--- src/rtl/tile_map_scheduler_if.sv ---
// tile_map_scheduler_if: bundles the control, map RAM and tile drawer signals of the map scheduler.
// The master modport is the scheduler side; slave is the game logic / RAM / drawer side.
interface tile_map_scheduler_if;
  logic        start;
  logic        busy;
  logic        done;
  logic [8:0]  tiles_drawn;
  logic [8:0]  map_addr;
  logic [7:0]  map_data;
  logic        drawer_active;
  logic        drawer_draw;
  logic [11:0] drawer_tile_address;
  logic [7:0]  drawer_x_pos;
  logic [7:0]  drawer_y_pos;

  modport master (
    input  start, map_data, drawer_active,
    output busy, done, tiles_drawn, map_addr,
           drawer_draw, drawer_tile_address, drawer_x_pos, drawer_y_pos
  );

  modport slave (
    output start, map_data, drawer_active,
    input  busy, done, tiles_drawn, map_addr,
           drawer_draw, drawer_tile_address, drawer_x_pos, drawer_y_pos
  );
endinterface

--- src/rtl/tile_map_scheduler.sv ---
// tile_map_scheduler: walks the tile map row-major and launches one tile drawer job per cell.
// Optional macro SKIP_EMPTY_TILE_EN: cells holding tile id 0 are skipped without a draw.
module tile_map_scheduler #(
  parameter int MAP_COLS   = 20,
  parameter int MAP_ROWS   = 15,
  parameter int TILE_BYTES = 192,
  parameter int TILE_PX    = 8
) (
  input  logic                clk,
  input  logic                resetn,
  tile_map_scheduler_if.master bus
);

  localparam logic [2:0] S_IDLE      = 3'd0;
  localparam logic [2:0] S_FETCH     = 3'd1;
  localparam logic [2:0] S_WAIT_MAP  = 3'd2;
  localparam logic [2:0] S_ISSUE     = 3'd3;
  localparam logic [2:0] S_WAIT_DONE = 3'd4;
  localparam logic [2:0] S_ADVANCE   = 3'd5;
  localparam logic [2:0] S_DONE      = 3'd6;

  logic [2:0]  state_q, state_d;
  logic [7:0]  col_q, col_d;
  logic [7:0]  row_q, row_d;
  logic [8:0]  map_addr_q, map_addr_d;
  logic [8:0]  tiles_drawn_q, tiles_drawn_d;
  logic [11:0] tile_addr_q, tile_addr_d;
  logic [7:0]  x_pos_q, x_pos_d;
  logic [7:0]  y_pos_q, y_pos_d;
  logic        draw_q, draw_d;
  logic        busy_q, busy_d;
  logic        done_q, done_d;
  logic        first_wait_q, first_wait_d;

  logic last_col;
  logic last_row;
  logic skip_tile;

  assign last_col = (col_q == 8'(MAP_COLS - 1));
  assign last_row = (row_q == 8'(MAP_ROWS - 1));

`ifdef SKIP_EMPTY_TILE_EN
  assign skip_tile = (bus.map_data == 8'd0);
`else
  assign skip_tile = 1'b0;
`endif

  always_comb begin
    state_d       = state_q;
    col_d         = col_q;
    row_d         = row_q;
    map_addr_d    = map_addr_q;
    tiles_drawn_d = tiles_drawn_q;
    tile_addr_d   = tile_addr_q;
    x_pos_d       = x_pos_q;
    y_pos_d       = y_pos_q;
    draw_d        = draw_q;
    busy_d        = busy_q;
    done_d        = 1'b0;
    first_wait_d  = first_wait_q;

    case (state_q)
      S_IDLE: begin
        if (bus.start) begin
          col_d         = 8'd0;
          row_d         = 8'd0;
          tiles_drawn_d = 9'd0;
          map_addr_d    = 9'd0;
          busy_d        = 1'b1;
          state_d       = S_FETCH;
        end
      end
      S_FETCH: state_d = S_WAIT_MAP;
      S_WAIT_MAP: begin
        if (skip_tile) begin
          state_d = S_ADVANCE;
        end else begin
          // Products are truncated on purpose: large ids alias within the 4 KiB ROM.
          tile_addr_d = 12'(32'(bus.map_data) * 32'(TILE_BYTES));
          x_pos_d     = 8'(32'(col_q) * 32'(TILE_PX));
          y_pos_d     = 8'(32'(row_q) * 32'(TILE_PX));
          draw_d      = 1'b1;
          state_d     = S_ISSUE;
        end
      end
      S_ISSUE: begin
        if (bus.drawer_active) begin
          draw_d        = 1'b0;
          tiles_drawn_d = tiles_drawn_q + 9'd1;
          first_wait_d  = 1'b1;
          state_d       = S_WAIT_DONE;
        end
      end
      S_WAIT_DONE: begin
        // The cycle right after the handshake cannot signal completion.
        first_wait_d = 1'b0;
        if (!first_wait_q && !bus.drawer_active) state_d = S_ADVANCE;
      end
      S_ADVANCE: begin
        if (last_col) begin
          col_d = 8'd0;
          row_d = row_q + 8'd1;
        end else begin
          col_d = col_q + 8'd1;
        end
        if (last_col && last_row) begin
          done_d  = 1'b1;
          state_d = S_DONE;
        end else begin
          map_addr_d = map_addr_q + 9'd1;
          state_d    = S_FETCH;
        end
      end
      S_DONE: begin
        busy_d  = 1'b0;
        state_d = S_IDLE;
      end
      default: state_d = S_IDLE;
    endcase
  end

  always_ff @(posedge clk) begin
    if (!resetn) begin
      state_q       <= S_IDLE;
      col_q         <= 8'd0;
      row_q         <= 8'd0;
      map_addr_q    <= 9'd0;
      tiles_drawn_q <= 9'd0;
      tile_addr_q   <= 12'd0;
      x_pos_q       <= 8'd0;
      y_pos_q       <= 8'd0;
      draw_q        <= 1'b0;
      busy_q        <= 1'b0;
      done_q        <= 1'b0;
      first_wait_q  <= 1'b0;
    end else begin
      state_q       <= state_d;
      col_q         <= col_d;
      row_q         <= row_d;
      map_addr_q    <= map_addr_d;
      tiles_drawn_q <= tiles_drawn_d;
      tile_addr_q   <= tile_addr_d;
      x_pos_q       <= x_pos_d;
      y_pos_q       <= y_pos_d;
      draw_q        <= draw_d;
      busy_q        <= busy_d;
      done_q        <= done_d;
      first_wait_q  <= first_wait_d;
    end
  end

  assign bus.map_addr            = map_addr_q;
  assign bus.tiles_drawn         = tiles_drawn_q;
  assign bus.drawer_tile_address = tile_addr_q;
  assign bus.drawer_x_pos        = x_pos_q;
  assign bus.drawer_y_pos        = y_pos_q;
  assign bus.drawer_draw         = draw_q;
  assign bus.busy                = busy_q;
  assign bus.done                = done_q;

endmodule

--- src/flat_wrapper.sv ---
// flat-port wrapper written by rule: the top's interface ports become plain ports
module tile_map_scheduler_flat 
#(
  parameter int MAP_COLS   = 20,
  parameter int MAP_ROWS   = 15,
  parameter int TILE_BYTES = 192,
  parameter int TILE_PX    = 8
)
  (clk, resetn, bus_start, bus_map_data, bus_drawer_active, bus_busy, bus_done, bus_tiles_drawn, bus_map_addr, bus_drawer_draw, bus_drawer_tile_address, bus_drawer_x_pos, bus_drawer_y_pos);
  tile_map_scheduler_if bus_i ();
  input  logic clk;
  input  logic resetn;
  input wire logic [$bits(bus_i.start)-1:0] bus_start;
  input wire logic [$bits(bus_i.map_data)-1:0] bus_map_data;
  input wire logic [$bits(bus_i.drawer_active)-1:0] bus_drawer_active;
  output wire logic [$bits(bus_i.busy)-1:0] bus_busy;
  output wire logic [$bits(bus_i.done)-1:0] bus_done;
  output wire logic [$bits(bus_i.tiles_drawn)-1:0] bus_tiles_drawn;
  output wire logic [$bits(bus_i.map_addr)-1:0] bus_map_addr;
  output wire logic [$bits(bus_i.drawer_draw)-1:0] bus_drawer_draw;
  output wire logic [$bits(bus_i.drawer_tile_address)-1:0] bus_drawer_tile_address;
  output wire logic [$bits(bus_i.drawer_x_pos)-1:0] bus_drawer_x_pos;
  output wire logic [$bits(bus_i.drawer_y_pos)-1:0] bus_drawer_y_pos;
  assign bus_i.start = bus_start;
  assign bus_i.map_data = bus_map_data;
  assign bus_i.drawer_active = bus_drawer_active;
  assign bus_busy = bus_i.busy;
  assign bus_done = bus_i.done;
  assign bus_tiles_drawn = bus_i.tiles_drawn;
  assign bus_map_addr = bus_i.map_addr;
  assign bus_drawer_draw = bus_i.drawer_draw;
  assign bus_drawer_tile_address = bus_i.drawer_tile_address;
  assign bus_drawer_x_pos = bus_i.drawer_x_pos;
  assign bus_drawer_y_pos = bus_i.drawer_y_pos;
  tile_map_scheduler #(.MAP_COLS(MAP_COLS), .MAP_ROWS(MAP_ROWS), .TILE_BYTES(TILE_BYTES), .TILE_PX(TILE_PX)) u_core (.clk(clk), .resetn(resetn), .bus(bus_i));
endmodule
--- config.mk ---
export PLATFORM = sky130hd
export DESIGN_NAME = tile_map_scheduler_flat
export DESIGN_NICKNAME = d
export VERILOG_FILES = /design/src/rtl/tile_map_scheduler_if.sv /design/src/rtl/tile_map_scheduler.sv /design/src/flat_wrapper.sv
export SDC_FILE = /design/constraint.sdc
export NUM_CORES = 1
export LEC_CHECK = 0
export CAP_MARGIN = 20
export CORE_MARGIN = 8
export CORE_UTILIZATION = 50
export DETAILED_ROUTE_END_ITERATION = 7
export PLACE_DENSITY = 0.79
export REMOVE_ABC_BUFFERS = 1
export SETUP_SLACK_MARGIN = 0.02
export SLEW_MARGIN = 20
export SYNTH_ARGS = -nofsm -noshare
export SYNTH_HDL_FRONTEND = slang
export SYNTH_SLANG_ARGS = --single-unit
--- constraint.sdc ---
create_clock -name clk -period 2.21 [get_ports clk]
set_input_delay 0.442 -clock clk [delete_from_list [all_inputs] [get_ports clk]]
set_output_delay 0.442 -clock clk [all_outputs]
set_load 0.02 [all_outputs]
==> summary.txt, run 1 <==
GR Overflow Total = 0
Share of power burned in registers = 48.5%
Hold slack = 0.457 ns
CP endpoint kind = flip-flop
Number of synthesized flops with an enable pin = 0
Register area share after synthesis = 39.7%
Post-route minimum period = 1.97 ns
Antenna violations before repair = 0
Global-route wire length before repair = 11000 µm
Synth top area share = 39.7%
P_int = 1.62 mW
Die Wd = 91.8 µm
Sw Pwr = 595 µW
Setup TNS = 0 ns
Final WL = 6730 µm
CTS Buffer Depth = 2
Vias/cell = 5.63
Highest fanout seen on the critical path = 15
P&R area growth vs syn = 24.0%
Setup ws final = 0.239 ns
Hold Startpoint = u_core.bus.drawer_y_pos[7]
Synth Warn # = 0
Pwr Density = 622 mW/mm²
Max-Cap Viols = 0
Crit path required time = 2.48 ns
CTS buffer count = 9
Clk_lat worst skew = 0.34 ns
Via count = 2631
Most frequent cells in the layout = dfxtp_1 (57), clkdlybuf4s50_1 (46), nand2_1 (45), a21oi_1 (38), nor2_1 (21)
Gpl congestion = 0.830
Area of the multi-input gates = 0.00158 mm²
Most common cell after layout, fill and taps aside = dfxtp_1
Vias in the first global route = 2461
Worst EP arrival = 2.24 ns
Antenna Cells = 0
Pleak = 1.26 nW
Fin util = 64.3%
Clk root buf = clkbuf_8
Total iterations of the first detailed-routing run = 4
Die area = 0.00842 mm²
WL/cell = 14.4 µm
CP Launch Point = u_core.row_q[0]
Synth Instances = 337
Outcome = finished, final reports clean
DRC Markers = 0
Clock transition at path regs = 0.07 ns
IO Pins = 61
Post-route cell area = 0.00356 mm²
Seq cells post-synth = 57
Non-filler cells, final = 467
Async set-reset flop share out of synthesis = 0%
Detailed Route Iter0 Violations = 99
Hold Violations, Final = 0
Area leader, netlist = dfxtp_1
Hold Path Class = reg2reg
Clock power share = 39.3%
Mapped Area = 0.00287 mm²
Sequential cell area = 0.00114 mm²
Syn Area/Cell = 8.52 µm²
Total clock sinks = 57
Share of layout cells above drive strength 1 = 9.87%
Worst Max-Slew Pin Slew = 0.583 ns
Top FF cell, synth = dfxtp_1
Final nets = 412
H-tree Lvls = 3
Largest net degree at the start of global routing = 24
Initial Utilization = 51.8%
Synth area leaders = dfxtp_1 (40%), a21oi_1 (6.6%), nand2_1 (5.9%)
Placed insts = 451
Clock Skew = 0.0128 ns
Number of gates resized after CTS = 0
Synth unique cells = 58
Peak supply drop = 0.000447 V
Switching Share = 26.9%
Core area = 0.00554 mm²
Logic pwr share = 12.1%
Overall routing resource usage = 15.8%
Cell Area, Placed = 0.00339 mm²
RSZ-0062 raised after global routing = false
Fill cells = 495
Relative slew slack = 61.0%
Final setup violation count = 0
Final Max Slew Viols = 0
Hold_buf cts = 0
CTS tree = done
Post-CTS Setup Inserts = 0
Reg-to-Reg Start = u_core.row_q[0]
Port Buf Inserts = 46
Final worst-path cycle share = 89.2%
Total power = 2.21 mW
Max Clk Rate = 507 MHz
HPWL after DPL = 4790 µm
Die Height = 91.8 µm
Crit path launch type = flip-flop
WS Path Type = reg2reg
Num rows = 27
Final ANT Viol Nets = 0
Pre-CTS setup slack = -0.0586 ns
## cell families (layout without fill, tap and decap cells)
logic type                 Yosys count  after routing  synth area share (%)
buffers and inverters               33             80                  6.75
xor gates and xnor gates             9              9                  2.75
DFF                                 57             57                  39.7
other                                1             12                 0.131
adders and majority gates           10             10                  4.62
and+or+nand+nor                    138            138                  26.4
muxes                                4              4                  1.44
AOI/OAI and AO/OA                   85             85                  18.2
## routing by layer
metal	track usage, %	part of all wire (%)
met5	0	0
met4	8.05	1.5
met3	5.79	8.3
met2	24.6	45
met1	18.8	45
## power groups by stage
| stage | Clock [mW] | Sequential, mW | Combinational, mW |
|---|---|---|---|
| 2_1_floorplan | 0 | 1.11 | 0.140 |
| 5_1_grt | 0.932 | 1.08 | 0.294 |
| 4_1_cts | 0.884 | 1.07 | 0.271 |
| 6_report | 0.871 | 1.07 | 0.269 |
| 3_3_place_gp | 0 | 1.10 | 0.265 |
| 3_5_place_dp | 0 | 1.10 | 0.269 |
## critical path: stages (launching register included)
cell	delay, ns
dfxtp_1	0.42
inv_1	0.09
ha_1	0.20
nor3b_1	0.16
and4_1	0.37
or4_1	0.52
a21oi_1	0.15
## layout make-up
class | instances | area share, %
Timing Repair Buffer | 59 | 15.7
Tap cell | 72 | 2.53
Sequential cell | 57 | 32.1
Inverter | 5 | 0.527
Clock buffer | 13 | 4.46
Multi-Input combinational cell | 258 | 44.3
Clock inverter | 3 | 0.422
## Yosys cell counts (all sizes together), types with 4 or more instances
cell type / count
nand3: 12
or3: 11
dfxtp: 57
ha: 9
a21oi: 38
buf: 23
a31oi: 4
nand4: 9
and3: 6
nor2: 21
clkbuf: 5
o31ai: 4
o21ai: 17
nand2: 45
nor3: 9
xnor2: 6
inv: 5
## sequential cells by signal (all words and copies together), names as in the netlist, 3 cells and up
register,flops
u_core.bus.map_addr,9
u_core.bus.tiles_drawn,9
u_core.col_q,8
u_core.row_q,8
u_core.bus.drawer_tile_address,6
u_core.bus.drawer_x_pos,5
u_core.bus.drawer_y_pos,5
u_core.state_q,3
## path summary, 6_finish.rpt
check | to | slack [ns] | depth (start not counted)
worst max-delay path | u_core.bus.map_addr[6] | 0.24 | 6
worst min-delay path | u_core.bus.drawer_y_pos[7] | 0.46 | 2
worst max register to register | u_core.bus.map_addr[6] | 0.24 | 6
worst min register to register | u_core.bus.drawer_y_pos[7] | 0.46 | 2
No activity file was read; power rests on OpenSTA's default activity.
==> run 2, diff against run 1 <==
- CTS_CLUSTER_SIZE: default -> 30
- GPL_TIMING_DRIVEN: default -> 0
==> run 2 against run 1 <==
First-iteration DRC count increased by 49%; sequential power about the same; routed wire length decreased by 1.1%; non-clock buffer count decreased by 13; sequential cell count unchanged; count of clock-buffer cells in the layout increased by 1; maximum frequency decreased by 6.2%; register-to-register slack got worse by 0.07 ns; clock skew decreased by 0.0078 ns; critical endpoint is now u_core.bus.tiles_drawn[0]; largest cell class unchanged.
==> summary.txt, run 2 (same netlist as run 1, synthesis figures left out) <==
Most common cell after layout, fill and taps aside = dfxtp_1
RSZ-0062 raised after global routing = true
Met3 Use GR = 7.25% (+1.5 points)
Clock transition at path regs = 0.06 ns (about the same)
Antenna violations before repair = 0 (unchanged)
Clk_lat worst skew = 0.34 ns (about the same)
P&R area growth vs syn = 21.5%
Via count = 2616 (-0.57%)
Die Wd = 91.8 µm (unchanged)
Post-route minimum period = 2.10 ns (+0.131 ns)
Total clock sinks = 57 (unchanged)
Detailed Route Iter0 Violations = 148 (+49%)
Hold Violations, Final = 0 (unchanged)
Num rows = 27 (unchanged)
Pwr Density = 644 mW/mm² (+3.6%)
Gr busiest metal = met2
H-tree Lvls = 3 (unchanged)
Final setup violation count = 0 (unchanged)
Vias/cell = 5.75 (+2.1%)
Area of the multi-input gates = 0.00159 mm² (+0.56%)
HPWL after DPL = 4550 µm (-5.1%)
Post-CTS Setup Inserts = 0 (unchanged)
Final worst-path cycle share = 95.1% (+5.9 points)
Max Clk Rate = 476 MHz (-6.2%)
Global-route wire length before repair = 11200 µm (+2.2%)
Initial Utilization = 51.8% (unchanged)
Highest fanout seen on the critical path = 16 (+1)
Die Height = 91.8 µm (unchanged)
P_int = 1.66 mW (+2.8%)
Crit path required time = 2.41 ns (-0.07 ns)
Hold Path Class = reg2reg
Gpl congestion = 0.810 (-2.4%)
Cell Area, Placed = 0.00329 mm² (-2.9%)
Final WL = 6650 µm (-1.1%)
GRT met2 Usage = 25.4% (+0.78 points)
Largest net degree at the start of global routing = 38 (+58%)
Logic pwr share = 11.0% (-1.1 points)
Clock power share = 41.1% (+1.8 points)
Relative slew slack = 34.2% (-27 points)
GR Layer Usage met1 = 18.2% (-0.56 points)
Clk root buf = clkbuf_8
Share of layout cells above drive strength 1 = 7.31% (-2.6 points)
Overall routing resource usage = 16.1% (+0.31 points)
Vias in the first global route = 2460 (-0.041%)
Crit path launch type = primary input
Sw Pwr = 584 µW (-1.9%)
Antenna Cells = 0 (unchanged)
Fill cells = 496 (+0.20%)
Sequential cell area = 0.00114 mm² (unchanged)
Worst Max-Slew Pin Slew = 0.982 ns (+0.399 ns)
Peak supply drop = 0.000363 V (-19%)
Core area = 0.00554 mm² (unchanged)
Clock Skew = 0.00497 ns (-0.00785 ns)
Switching Share = 26.0% (-0.91 points)
Setup TNS = 0 ns (unchanged)
Pleak = 1.21 nW (-4.3%)
Worst EP arrival = 2.30 ns (+0.06 ns)
Max-Cap Viols = 0 (unchanged)
DRC Markers = 0 (unchanged)
Total iterations of the first detailed-routing run = 4 (unchanged)
Final ANT Viol Nets = 0 (unchanged)
WS Path Type = in2reg
Most frequent cells in the layout = dfxtp_1 (57), clkdlybuf4s50_1 (46), nand2_1 (45), a21oi_1 (38), nor2_1 (21)
CTS Buffer Depth = 2 (unchanged)
Die area = 0.00842 mm² (unchanged)
Final Max Slew Viols = 0 (unchanged)
Share of power burned in registers = 47.9% (-0.6 points)
IO Pins = 61 (unchanged)
GR Overflow Total = 0 (unchanged)
WL/cell = 14.6 µm (+1.5%)
Final nets = 400 (-2.9%)
Outcome = finished, final reports clean
Port Buf Inserts = 46 (unchanged)
CTS tree = done
Hold slack = 0.455 ns (-0.00191 ns)
Post-route cell area = 0.00349 mm² (-2.0%)
CP endpoint kind = flip-flop
CTS buffer count = 9 (unchanged)
## run 2: changes by cell type in the layout (fill, tap and decap cells not counted), sizes merged
| cell | before | now |
|---|---|---|
| clkbuf | 13 | 14 |
| nand3b | 2 | 3 |
| clkinv | 3 | 2 |
| buf | 13 | 0 |
## run 2: worst paths after layout
kind | from | slack, ns | depth (start not counted) | endpoint
worst max register to register | u_core.state_q[0] | 0.17 | 4 | u_core.col_q[2]
worst min register to register | u_core.bus.drawer_tile_address[6] | 0.45 | 2 | u_core.bus.drawer_tile_address[6]
worst min-delay path | u_core.bus.drawer_tile_address[6] | 0.45 | 2 | u_core.bus.drawer_tile_address[6]
worst max-delay path | bus_start | 0.11 | 4 | u_core.bus.tiles_drawn[0]
## run 2: final cells by class
cell class | count | area share, %
Multi-Input combinational cell | 259 | 45.5
Sequential cell | 57 | 32.7
Timing Repair Buffer | 46 | 13.2
Clock buffer | 14 | 5.23
Tap cell | 72 | 2.58
Inverter | 5 | 0.538
Clock inverter | 2 | 0.287
## run 2: metal layers
metal / vias to the layer above / share of wire, %
met5: - / 0
met3: 9 / 8.4
met2: 78 / 45
met4: 0 / 1.4
met1: 1232 / 45
li1: 1297 / -
## run 2: timing repair
action	4_1_cts	5_1_grt
endpoints found under the setup margin	0	18
gates resized for setup	0	1
hold buffers	0	0
endpoints found under the hold margin	0	0
## run 2: power groups by stage
| stage | sequential [mW] | combinational [mW] | clock (mW) |
|---|---|---|---|
| after CTS | 1.07 | 0.248 | 0.945 |
| after detailed placement | 1.10 | 0.247 | 0 |
| final | 1.08 | 0.247 | 0.925 |
| after floorplan | 1.11 | 0.140 | 0 |
| after global routing | 1.08 | 0.275 | 0.984 |
| after global placement | 1.09 | 0.243 | 0 |
## run 2: through the flow
step                      setup slack (ns)  util, %  cells  total power, mW
final                                0.109     63.0    455             2.25
after global routing                0.0260     63.0    455             2.34
after CTS                           0.0433     62.8    454             2.27
after detailed placement            -0.233     59.3    438             1.34
after global placement              -0.229     59.3    438             1.34
after floorplan                      0.406        -    320             1.25
## run 2: worst max-delay path: stages
cell and delay (ns):
clkdlybuf4s50_1 0.54, or4b_2 0.69, nand2_1 0.52, nor2_1 0.11
==> run 3, diff against run 2 <==
- TNS_END_PERCENT: default -> 1
==> run 3 against run 2 <==
Cell count is 0.22% lower; hold slack worse by 0.00061 ns; cell area is 0.11% lower; maximum frequency is 1.4% higher; routed wire length is 0.92% lower.
==> summary.txt, run 3 (same netlist as run 1, synthesis figures left out) <==
Pleak = 1.21 nW (about the same)
Worst EP arrival = 2.28 ns (-0.02 ns)
Detailed Route Iter0 Violations = 135 (-8.8%)
Die Height = 91.8 µm (unchanged)
Die Wd = 91.8 µm (unchanged)
IO Pins = 61 (unchanged)
H-tree Lvls = 3 (unchanged)
Peak supply drop = 0.000363 V (about the same)
Global-route wire length before repair = 11200 µm (unchanged)
Top Family by Delay on Critical Path = simple AND/OR/NAND/NOR gates
RSZ-0062 raised after global routing = false
CP Buf/Inv Count = 1 (unchanged)
P&R area growth vs syn = 21.4%
DRC Markers = 0 (unchanged)
Initial Utilization = 51.8% (unchanged)
Clk_lat worst skew = 0.34 ns (about the same)
Die area = 0.00842 mm² (unchanged)
Relative slew slack = 33.3% (-0.86 points)
Total iterations of the first detailed-routing run = 5 (+1)
Total power = 2.25 mW (about the same)
Most common cell after layout, fill and taps aside = dfxtp_1
CTS Buffer Depth = 2 (unchanged)
Pwr Density = 645 mW/mm² (about the same)
Final nets = 399 (-0.25%)
Final WL = 6590 µm (-0.92%)
Antenna violations before repair = 0 (unchanged)
Antenna Cells = 0 (unchanged)
Worst Reg-to-Reg Cells = 5 (+1)
Fin util = 62.9% (-0.068 points)
CTS tree = done
Num rows = 27 (unchanged)
Crit path required time = 2.42 ns (about the same)
Final worst-path cycle share = 93.8% (-1.3 points)
Outcome = finished, final reports clean
Share of layout cells above drive strength 1 = 8.12% (+0.80 points)
CP endpoint kind = flip-flop
Cells on Worst Hold Path = 2 (unchanged)
Slowest stage delay, CP = 0.69 ns (about the same)
Worst Max-Slew Pin Slew = 0.995 ns (+0.0128 ns)
Via count = 2602 (-0.54%)
Most frequent cells in the layout = dfxtp_1 (54), clkdlybuf4s50_1 (46), nand2_1 (45), a21oi_1 (38), nor2_1 (21)
CP Cell Sequence = clkdlybuf4s50_1, or4b_2, nand2_1, nor2_1
Hold Path Class = reg2reg
Vias in the first global route = 2460 (unchanged)
Max-Cap Viols = 0 (unchanged)
Clock transition at path regs = 0.06 ns (about the same)
Hold Violations, Final = 0 (unchanged)
Max Clk Rate = 482 MHz (+1.4%)
Crit path launch type = primary input
Core area = 0.00554 mm² (unchanged)
Post-route cell area = 0.00349 mm² (-0.11%)
Vias/cell = 5.73 (-0.32%)
Port Buf Inserts = 46 (unchanged)
WS Path Type = in2reg
Overall routing resource usage = 16.1% (unchanged)
Final setup violation count = 0 (unchanged)
Clk root buf = clkbuf_8
Highest fanout seen on the critical path = 16 (unchanged)
Critical-path top delay cell = or4b_2
Final Max Slew Viols = 0 (unchanged)
GR Overflow Total = 0 (unchanged)
Final ANT Viol Nets = 0 (unchanged)
Levels on crit path = 4 (unchanged)
Largest net degree at the start of global routing = 38 (unchanged)
HPWL after DPL = 4550 µm (unchanged)
Post-CTS Setup Inserts = 0 (unchanged)
Cell Area, Placed = 0.00329 mm² (unchanged)
Clock Skew = 0.00545 ns (+0.000479 ns)
Total clock sinks = 57 (unchanged)
Gpl congestion = 0.810 (unchanged)
WL/cell = 14.5 µm (-0.70%)
CTS buffer count = 9 (unchanged)
Post-route minimum period = 2.07 ns (-0.0284 ns)
==> run 3: report_power, final <==
part	switching (mW)	internal, mW
Combinational	0.156	0.0899
Sequential	0.0265	1.05
Clock	0.400	0.526
Total	0.582	1.67
==> run 3: final timing paths <==
check                                       to                         startpoint  slack [ns]
max                  u_core.bus.tiles_drawn[0]                          bus_start        0.14
min          u_core.bus.drawer_tile_address[8]  u_core.bus.drawer_tile_address[8]        0.45
min reg2reg  u_core.bus.drawer_tile_address[8]  u_core.bus.drawer_tile_address[8]        0.45
max reg2reg             u_core.bus.map_addr[4]                    u_core.col_q[0]        0.21
==> run 3: per-stage QoR <==
stage | worst slack (ns) | std cells | TNS [ns] | hold WS (ns)
5_1_grt | 0.0548 | 454 | 0 | 0.486
3_5_place_dp | -0.233 | 438 | -3.53 | 0.449
4_1_cts | 0.0433 | 454 | 0 | 0.454
3_3_place_gp | -0.229 | 438 | -3.56 | 0.442
6_report | 0.137 | 454 | 0 | 0.454
2_1_floorplan | 0.406 | 320 | 0 | 0.457
==> run 3: final cells by class <==
type,instances,area (µm²)
clock inverter,2,10.0
fill,495,2050
inverter,5,18.8
multi-input combinational,258,1580
tap,72,90.1
sequential,57,1140
clock buffer,14,183
timing repair buffer,46,460
==> run 3: layer usage <==
| metal | wire (µm) | part of all wire, % | global-route usage, % |
|---|---|---|---|
| met1 | 2980 | 45 | 18.2 |
| met2 | 2930 | 44 | 25.4 |
| met3 | 567 | 8.6 | 7.25 |
| met4 | 114 | 1.7 | 7.92 |
| met5 | 0 | 0 | 0 |
==> run 3: what timing repair did <==
action | 4_1_cts | 5_1_grt
hold buffers | 0 | 0
endpoints found under the setup margin | 0 | 18
resized for setup | 0 | 4
==> run 3: worst reg2reg max path, stage by stage (launching register included) <==
cell	delay [ns]
dfxtp_1	0.38
ha_1	0.31
nor4b_4	0.35
and4_1	0.56
nor3_1	0.12
mux2i_1	0.16
